### config.mk
export PLATFORM = sky130hd
export DESIGN_NAME = stack_spill_ctrl
export DESIGN_NICKNAME = d
export VERILOG_FILES = /design/src/rtl/stack_spill_ctrl.sv
export SDC_FILE = /design/constraint.sdc
export NUM_CORES = 1
export LEC_CHECK = 0
export ABC_AREA = 1
export ABC_CLOCK_PERIOD_IN_PS = 3860
export BUFFER_PORTS_ARGS = -buffer_cell sky130_fd_sc_hd__buf_2
export CAP_MARGIN = 20
export CORE_UTILIZATION = 45
export CTS_CLUSTER_DIAMETER = 150
export CTS_CLUSTER_SIZE = 24
export DETAILED_ROUTE_END_ITERATION = 8
export HOLD_SLACK_MARGIN = 0.03
export PLACE_DENSITY = 0.67
export SYNTH_ARGS = -nofsm -noshare
export SYNTH_HDL_FRONTEND = slang
export SYNTH_SLANG_ARGS = --single-unit
### constraint.sdc
create_clock -name i_clk -period 3.86 [get_ports i_clk]
set_input_delay 0.965 -clock i_clk [delete_from_list [all_inputs] [get_ports i_clk]]
set_output_delay 0.965 -clock i_clk [all_outputs]
set_load 0.02 [all_outputs]
### src/rtl/stack_spill_ctrl.sv
// stack_spill_ctrl: on-chip data-stack cache for the 16-bit stack CPU.
// Spills the bottom entry on a full push, fills on an empty pop.
module stack_spill_ctrl #(
  parameter int unsigned       DEPTH      = 8,
  parameter int unsigned       WIDTH      = 16,
  parameter int unsigned       ADDR_W     = 16,
  parameter logic [ADDR_W-1:0] SPILL_BASE = 16'hFF00,
  parameter int unsigned       MAX_SPILL  = 256
) (
  input  logic                           i_clk,
  input  logic                           i_rst_n,
  input  logic                           i_push,
  input  logic                           i_pop,
  input  logic [WIDTH-1:0]               i_push_data,
  output logic [WIDTH-1:0]               o_top,
  output logic                           o_stall,
  output logic [$clog2(DEPTH+1)-1:0]     o_count,
  output logic [$clog2(MAX_SPILL+1)-1:0] o_spilled,
  output logic                           o_err,
  output logic                           o_mem_req,
  output logic                           o_mem_we,
  output logic [ADDR_W-1:0]              o_mem_addr,
  output logic [WIDTH-1:0]               o_mem_wdata,
  input  logic                           i_mem_ack,
  input  logic [WIDTH-1:0]               i_mem_rdata
);

  localparam int unsigned PW = $clog2(DEPTH);
  localparam int unsigned CW = $clog2(DEPTH+1);
  localparam int unsigned SW = $clog2(MAX_SPILL+1);
  localparam logic [CW-1:0] C_FULL = CW'(DEPTH);
  localparam logic [SW-1:0] S_MAX  = SW'(MAX_SPILL);

  typedef enum logic [1:0] {
    IDLE,
    SPILL,
    FILL
  } state_e;

  state_e state_q, state_d;

  logic [WIDTH-1:0]  buf_q [DEPTH];
  logic [PW-1:0]     b_q, b_d;
  logic [CW-1:0]     c_q, c_d;
  logic [SW-1:0]     s_q, s_d;
  logic              err_q, err_d;
  logic              we_q, we_d;
  logic [ADDR_W-1:0] addr_q, addr_d;
  logic [WIDTH-1:0]  wdata_q, wdata_d;

  logic [PW-1:0]     top_idx;
  logic [PW-1:0]     push_idx;
  logic [PW-1:0]     wr_idx;
  logic              wr_en;
  logic [WIDTH-1:0]  wr_data;

  logic idle;
  logic full;
  logic empty;
  logic spill_c;
  logic fill_c;
  logic acc;
  logic do_rep;
  logic do_push;
  logic do_pop;
  logic do_err;
  logic spill_ack;
  logic fill_ack;

  assign idle  = (state_q == IDLE);
  assign full  = (c_q == C_FULL);
  assign empty = (c_q == '0);

  assign spill_c = idle & i_push & ~i_pop
                 & full & (s_q != S_MAX);
  assign fill_c  = idle & i_pop & empty
                 & (s_q != '0);

  assign o_stall = ~idle | spill_c | fill_c;
  assign acc     = (i_push | i_pop) & ~o_stall;

  assign do_rep  = acc & i_push & i_pop & ~empty;
  assign do_push = acc & i_push & ~i_pop & ~full;
  assign do_pop  = acc & ~i_push & i_pop & ~empty;
  assign do_err  = acc & ((i_pop & empty)
                 | (i_push & ~i_pop & full));

  assign spill_ack = (state_q == SPILL) & i_mem_ack;
  assign fill_ack  = (state_q == FILL) & i_mem_ack;

  assign push_idx = b_q + PW'(c_q);
  assign top_idx  = push_idx - PW'(1);

  assign o_top       = empty ? '0 : buf_q[top_idx];
  assign o_count     = c_q;
  assign o_spilled   = s_q;
  assign o_err       = err_q;
  assign o_mem_we    = we_q;
  assign o_mem_addr  = addr_q;
  assign o_mem_wdata = wdata_q;

  // FSM next state; a request is outstanding whenever not idle
  always_comb begin
    state_d   = state_q;
    o_mem_req = 1'b0;
    unique case (state_q)
      IDLE: begin
        if (spill_c) begin
          state_d = SPILL;
        end else if (fill_c) begin
          state_d = FILL;
        end
      end
      SPILL, FILL: begin
        o_mem_req = 1'b1;
        if (i_mem_ack) begin
          state_d = IDLE;
        end
      end
      default: state_d = IDLE;
    endcase
  end

  // capture the memory transaction as the FSM leaves idle
  always_comb begin
    we_d    = we_q;
    addr_d  = addr_q;
    wdata_d = wdata_q;
    if (spill_c) begin
      we_d    = 1'b1;
      addr_d  = SPILL_BASE + ADDR_W'(s_q);
      wdata_d = buf_q[b_q];
    end else if (fill_c) begin
      we_d    = 1'b0;
      addr_d  = SPILL_BASE + ADDR_W'(s_q)
              - ADDR_W'(1);
    end
  end

  // pointer, counts, error flag and buffer write port
  always_comb begin
    b_d     = b_q;
    c_d     = c_q;
    s_d     = s_q;
    err_d   = err_q;
    wr_en   = 1'b0;
    wr_idx  = push_idx;
    wr_data = i_push_data;
    unique case (1'b1)
      spill_ack: begin
        b_d = b_q + PW'(1);
        c_d = c_q - CW'(1);
        s_d = s_q + SW'(1);
      end
      fill_ack: begin
        b_d     = b_q - PW'(1);
        c_d     = c_q + CW'(1);
        s_d     = s_q - SW'(1);
        wr_en   = 1'b1;
        wr_idx  = b_q - PW'(1);
        wr_data = i_mem_rdata;
      end
      do_rep: begin
        wr_en  = 1'b1;
        wr_idx = top_idx;
      end
      do_push: begin
        wr_en = 1'b1;
        c_d   = c_q + CW'(1);
      end
      do_pop: begin
        c_d = c_q - CW'(1);
      end
      do_err: begin
        err_d = 1'b1;
      end
      default: ;
    endcase
  end

  // control and memory-interface state
  always_ff @(posedge i_clk or negedge i_rst_n) begin
    if (!i_rst_n) begin
      state_q <= IDLE;
      b_q     <= '0;
      c_q     <= '0;
      s_q     <= '0;
      err_q   <= 1'b0;
      we_q    <= 1'b0;
      addr_q  <= '0;
      wdata_q <= '0;
    end else begin
      state_q <= state_d;
      b_q     <= b_d;
      c_q     <= c_d;
      s_q     <= s_d;
      err_q   <= err_d;
      we_q    <= we_d;
      addr_q  <= addr_d;
      wdata_q <= wdata_d;
    end
  end

  // on-chip circular stack storage
  always_ff @(posedge i_clk or negedge i_rst_n) begin
    if (!i_rst_n) begin
      for (int unsigned i = 0; i < DEPTH; i++) begin
        buf_q[PW'(i)] <= '0;
      end
    end else if (wr_en) begin
      buf_q[wr_idx] <= wr_data;
    end
  end

endmodule

# [Word-level counts from Yosys, hierarchy flattened]
# Index checks and enable logic that the tools add are counted.
# W data, S select, Z words.
[op_classes] addsub=10 order_cmp=4 eq_ne=6 mux=25 bitwise=35 n_reduce_logical=12
[op_table] operator="$mux W16" n=9
[op_table] operator="$bwmux W128" n=1
[op_table] operator="$bmux W16 S3" n=2
[op_table] operator="$demux W16 S3" n=1
[op_table] operator="$and A1 B1 Y1" n=22
[op_table] operator="$pmux W9 S2" n=1
[op_table] operator="$ge A4 B4 Y1 const B" n=3
[op_table] operator="$not A3 Y4" n=3
[op_table] operator="$pmux W3 S2" n=2
[op_table] operator="$sub A11 B2 Y12 const B" n=1
[op_table] operator="$add A9 B10 Y11 const A" n=1
[op_table] operator="$add A9 B1 Y9 const B" n=1
[op_table] operator="$ne A9 B9 Y1 const B" n=1
[op_table] operator="$reduce_bool A9 Y1" n=1
[op_table] operator="$sub A9 B1 Y9 const B" n=1
[op_table] operator="$pmux W4 S2" n=1
[op_table] operator="$mux W2" n=3
[op_table] operator="$not A1 Y1" n=6
[op_table] operator="$reduce_bool A2 Y1" n=3
[op_table] operator="$reduce_or A2 Y1" n=3
[op_table] operator="$sub A3 B1 Y3 const B" n=2
[op_table] operator="$add A4 B1 Y4 const B" n=1
[op_table] operator="$eq A4 B4 Y1 const B" n=1
[op_table] operator="$logic_not A4 Y1" n=1
[op_table] operator="other kinds (15)" n=21
[word_totals] register_bits=180 input_bits=37 out_inout_bits=65

# [Longest topological paths before layout]
[logic_depth] word_depth=19 mapped_depth=16

# [Worst setup path before layout]
# OpenSTA, ideal clock, no wires.
[synth_path] path_type="register -> output" from="register c_q[0] (netlist: o_count[0])" to="output o_top[10]" arrival_time_ns=3.204 required_ns=2.895 path_slack_ns=-0.309 path_stages_with_launch=13 path_buffers=5 cell_sequence="dfrtp_1 > ha_1 > inv_1 > clkbuf_1 > clkbuf_1 > ha_1 > clkbuf_1 > inv_1 > clkbuf_1 > buf_1 > a21oi_1 > o21ai_0 > a311oi_1"
[synth_between] elab_chain_len=7
[synth_lines] item="start, declared" line="44" text="logic [CW-1:0] c_q, c_d;"
[synth_lines] item="start signal, assigned" line="186" text="c_q <= '0;"
[synth_lines] item="start signal, assigned" line="195" text="c_q <= c_d;"
[synth_lines] item="$add A3 B3 Y3" line="91" text="assign push_idx = b_q + PW'(c_q);"
[synth_lines] item="$sub A3 B1 Y3" line="92" text="assign top_idx = push_idx - PW'(1);"
[synth_lines] item="$not A3 Y4 (not written as such)" line="94" text="assign o_top = empty ? '0 : buf_q[top_idx];"
[synth_lines] item="$bmux W16 S3" line="94"
[synth_lines] item="$mux W16 (not written as such) (2 in series)" line="94"
[synth_lines] item="$mux W16 *" line="94"
[synth_lines] item="end, declared" line="15" text="output logic [WIDTH-1:0] o_top,"
# Mark *: on every way between the ends. The rest lies on a longest branch, timed or not. The select of a mux whose other input is x is not followed.

# [Worst setup path in the final report]
[layout_path] from="register b_q[0]" to="output o_top[3]"
[layout_between] elab_chain_len=7
[layout_lines] item="start, declared" line="43" text="logic [PW-1:0] b_q, b_d;"
[layout_lines] item="start signal, assigned" line="185" text="b_q <= '0;"
[layout_lines] item="start signal, assigned" line="194" text="b_q <= b_d;"
[layout_lines] item="$add A3 B3 Y3" line="91"
[layout_lines] item="$sub A3 B1 Y3" line="92"
[layout_lines] item="$not A3 Y4 (not written as such)" line="94"
[layout_lines] item="$bmux W16 S3" line="94"
[layout_lines] item="$mux W16 (not written as such) (2 in series)" line="94"
[layout_lines] item="$mux W16" line="94"
# No other way between the ends. The select of a mux whose other input is x is not followed.

==> flow_metrics.tcl <==
set metrics [dict create \
    finalNonFillerCells 1787 \
    critPathMaxFanout 17 \
    utilization_pct 53.1 \
    worst-endpoint-required_ps 2890 \
    die_h_um 154 \
    dr_total_vias 10300 \
    wirelength_um 33900 \
    die_w_um 154 \
    report.final.setup_viol 10 \
    synth.yosys.seq_area_share_pct 42.5 \
    cts_tree "done" \
    hold_buf_count_cts 0 \
    root_buffer "clkbuf_16" \
    grt_max_degree 76 \
    timing.reg2reg.setup_slack_ps 360 \
    finalSetupTns_ps -362 \
    hold-worst-slack_ps 474 \
    syn2layout_area_growth_pct 15.9 \
    number_of_clock_buffers_inserted_by_tritoncts 17 \
    core_um2 22600 \
    cts_sinks 176 \
    start_util_pct 45.8 \
    grt_antenna_before_repair 0 \
    placedCellCount 1746 \
    diodes 0 \
    number_of_enable_type_register_cells_in_the_synthesized_netlist 0 \
    wl_per_cell_um 19.0 \
    drive_above_1_share_pct 17.2 \
    hold_viol_final 0 \
    route.detailed.drc 0 \
    drt_pass1_iterations 6 \
    fill_cells 2153 \
    max-cap-violations 0 \
    globalplace.congestion 0.861 \
    netlist.top_cell.by_area "dfrtp_1" \
    holdCritPathClass "flip-flop to flip-flop" \
    startpoint_type "flip-flop" \
    layout_worst_path_cycle_share_pct 102 \
    timing.critical_path.to_type "output pin" \
    net_count_reported_at_finish 1547 \
    maximum_number_of_buffers_from_clock_root_to_sink 2 \
    synth_area_um2 10400 \
    die-area_um2 23700 \
    timing_worst_setup_path_type "flip-flop to output pin" \
    drtIter0Drc 1265 \
    postSynthAreaPerCell_um2 7.30 \
    post_synth_top_area_share_pct 42.5 \
    yosys_warnings 0 \
    first_pass_grt_wire_length_um 54200 \
    commonest_register_cell_after_synthesis "dfrtp_1" \
    syn_inst 1421 \
    ant_nets 0 \
    synth-async-reset-ratio_pct 100 \
    path_clk_slew_ps 70 \
    violations "setup timing" \
    finalWorstPathRequiredPeriod_ps 3940 \
    unrepaired_setup_endpoints_after_global_routing "yes" \
    synthTopCellsByArea "dfrtp_1 42%, nand2_1 17%, o21ai_0 7.9%" \
    route.detailed.vias_per_inst 5.74 \
    max_clock_freq_mhz 254 \
    detailed_place_hpwl_um 21600 \
    netlist-cell-type-count 38 \
    grt_pass1_vias 9699 \
    final_critical_path_setup_slack_ps -83.3 \
    top_level_ports 102 \
    clk_latency_ps 440 \
    critical_path_arrival_ps 2980 \
    syn-num-nets 1479 \
    worst_slew_pin_slew_ps 897 \
    row_count 55 \
    outcome "finished with violations" \
    postSynthRegisterBits 176 \
    grt_overflow_total 0 \
    slew-limit-headroom_pct 39.6 \
    finalClockSkew_ps 9.38 \
    buffer_ports.inserted 101 \
    final-max-slew-violation-count 0 \
    htree_num_levels 4 \
    groute.usage.overall_pct 29.5 \
]
-- flip-flops by register name, summed over array words and instances, names as in the netlist --
| signal | cells |
|---|---|
| b_q | 3 |
| buf_q | 128 |
| o_count | 4 |
| o_err | 1 |
| o_mem_addr | 12 |
| o_mem_wdata | 16 |
| o_mem_we | 1 |
| o_spilled | 9 |
| state_q | 2 |
-- path summary, 6_finish.rpt --
kind,startpoint,to,cells past startpoint
min in group asynchronous,i_rst_n,buf_q[104],1
max,b_q[0],o_top[3],10
max reg2reg,o_spilled[0],o_count[3],16
max in group asynchronous,i_rst_n,buf_q[39],2
min,buf_q[33],buf_q[33],2
min reg2reg,buf_q[33],buf_q[33],2
-- routing by layer --
metal | vias up | part of all wire (%) | global-route usage (%)
met5 | - | 0 | 0
met4 | 0 | 1.7 | 7.62
met3 | 54 | 9.2 | 5.83
met2 | 518 | 45 | 45.6
met1 | 4849 | 44 | 42.1
li1 | 4837 | - | -
-- stage by stage --
stage	setup slack (ps)	instance area (um2)
2_1_floorplan	90.6	10500
3_3_place_gp	264	11100
3_5_place_dp	281	11100
4_1_cts	-112	11900
5_1_grt	-151	12000
6_report	-83.3	12000
-- cell type report --
class | instances | area, um2 | share of cell area [%]
clock inverters | 14 | 150 | 1.25
well taps | 285 | 357 | 2.97
multi-input cells | 1073 | 5400 | 45.0
clock buffers | 18 | 439 | 3.66
repair buffers | 142 | 950 | 7.90
flip-flops and latches | 176 | 4410 | 36.7
inverters | 79 | 309 | 2.57
-- logic make-up (layout without fill, tap and decap cells) --
group	count (synthesis)	in the layout	synth area share [%]
buffers and inverters	172	253	7.42
xor gates and xnor gates	10	10	0.845
adders and majority gates	21	21	2.75
DFF	176	176	42.5
and+or+nand+nor	710	710	29.5
AOI/OAI and AO/OA	332	332	17.0
-- worst max-delay path, stage by stage, from the launching register on --
cell      delay, ps
dfrtp_2         430
ha_4            160
fa_2            550
inv_2            50
ha_4            290
inv_8            50
buf_12          160
a21oi_2         100
o21ai_1          80
a311oi_2        440
buf_4           220
-- cell usage after synthesis, drive strengths merged, types with 6 or more instances --
cell	count
ha	18
buf	45
nand4	6
clkbuf	48
xor2	7
nand2	470
dfrtp	176
a311oi	16
inv	79
nand3	137
o21ai	163
a21oi	140
nor2	93
-- cells in the final DEF (no fill, tap or decap), types with 3 or more instances in the layout --
master,netlist,layout
nand3_4,3,3
o22ai_1,4,4
o21ai_0,163,151
inv_1,69,66
a311oi_2,0,15
o21ai_1,0,11
nand3_2,7,10
dfrtp_2,0,3
xnor2_1,3,3
clkbuf_16,0,18
buf_6,10,3
buf_12,0,3
nand4_1,5,5
xor2_1,7,7
inv_6,0,3
buf_4,6,49
nand2_2,7,7
buf_2,17,84
nand2_4,4,4
nor2_4,5,5
inv_2,8,10
a21oi_2,0,10
nor2_2,5,5
inv_8,0,4
dfrtp_1,176,173
a21oi_1,139,128
nor2_1,82,82
clkinv_4,0,3
nand2_1,459,459
nand3_1,127,124
ha_1,18,16
-- what timing repair did --
action                                  in CTS  in global routing
resized for setup                           30                 29
endpoints found under the setup margin      16                 16
pin swaps                                    9                 15
gates cloned                                 1                  1
setup buffers                                7                  0
Power is not shown: default switching activity piles up to over one toggle a cycle in this logic, so the estimate is an artifact.
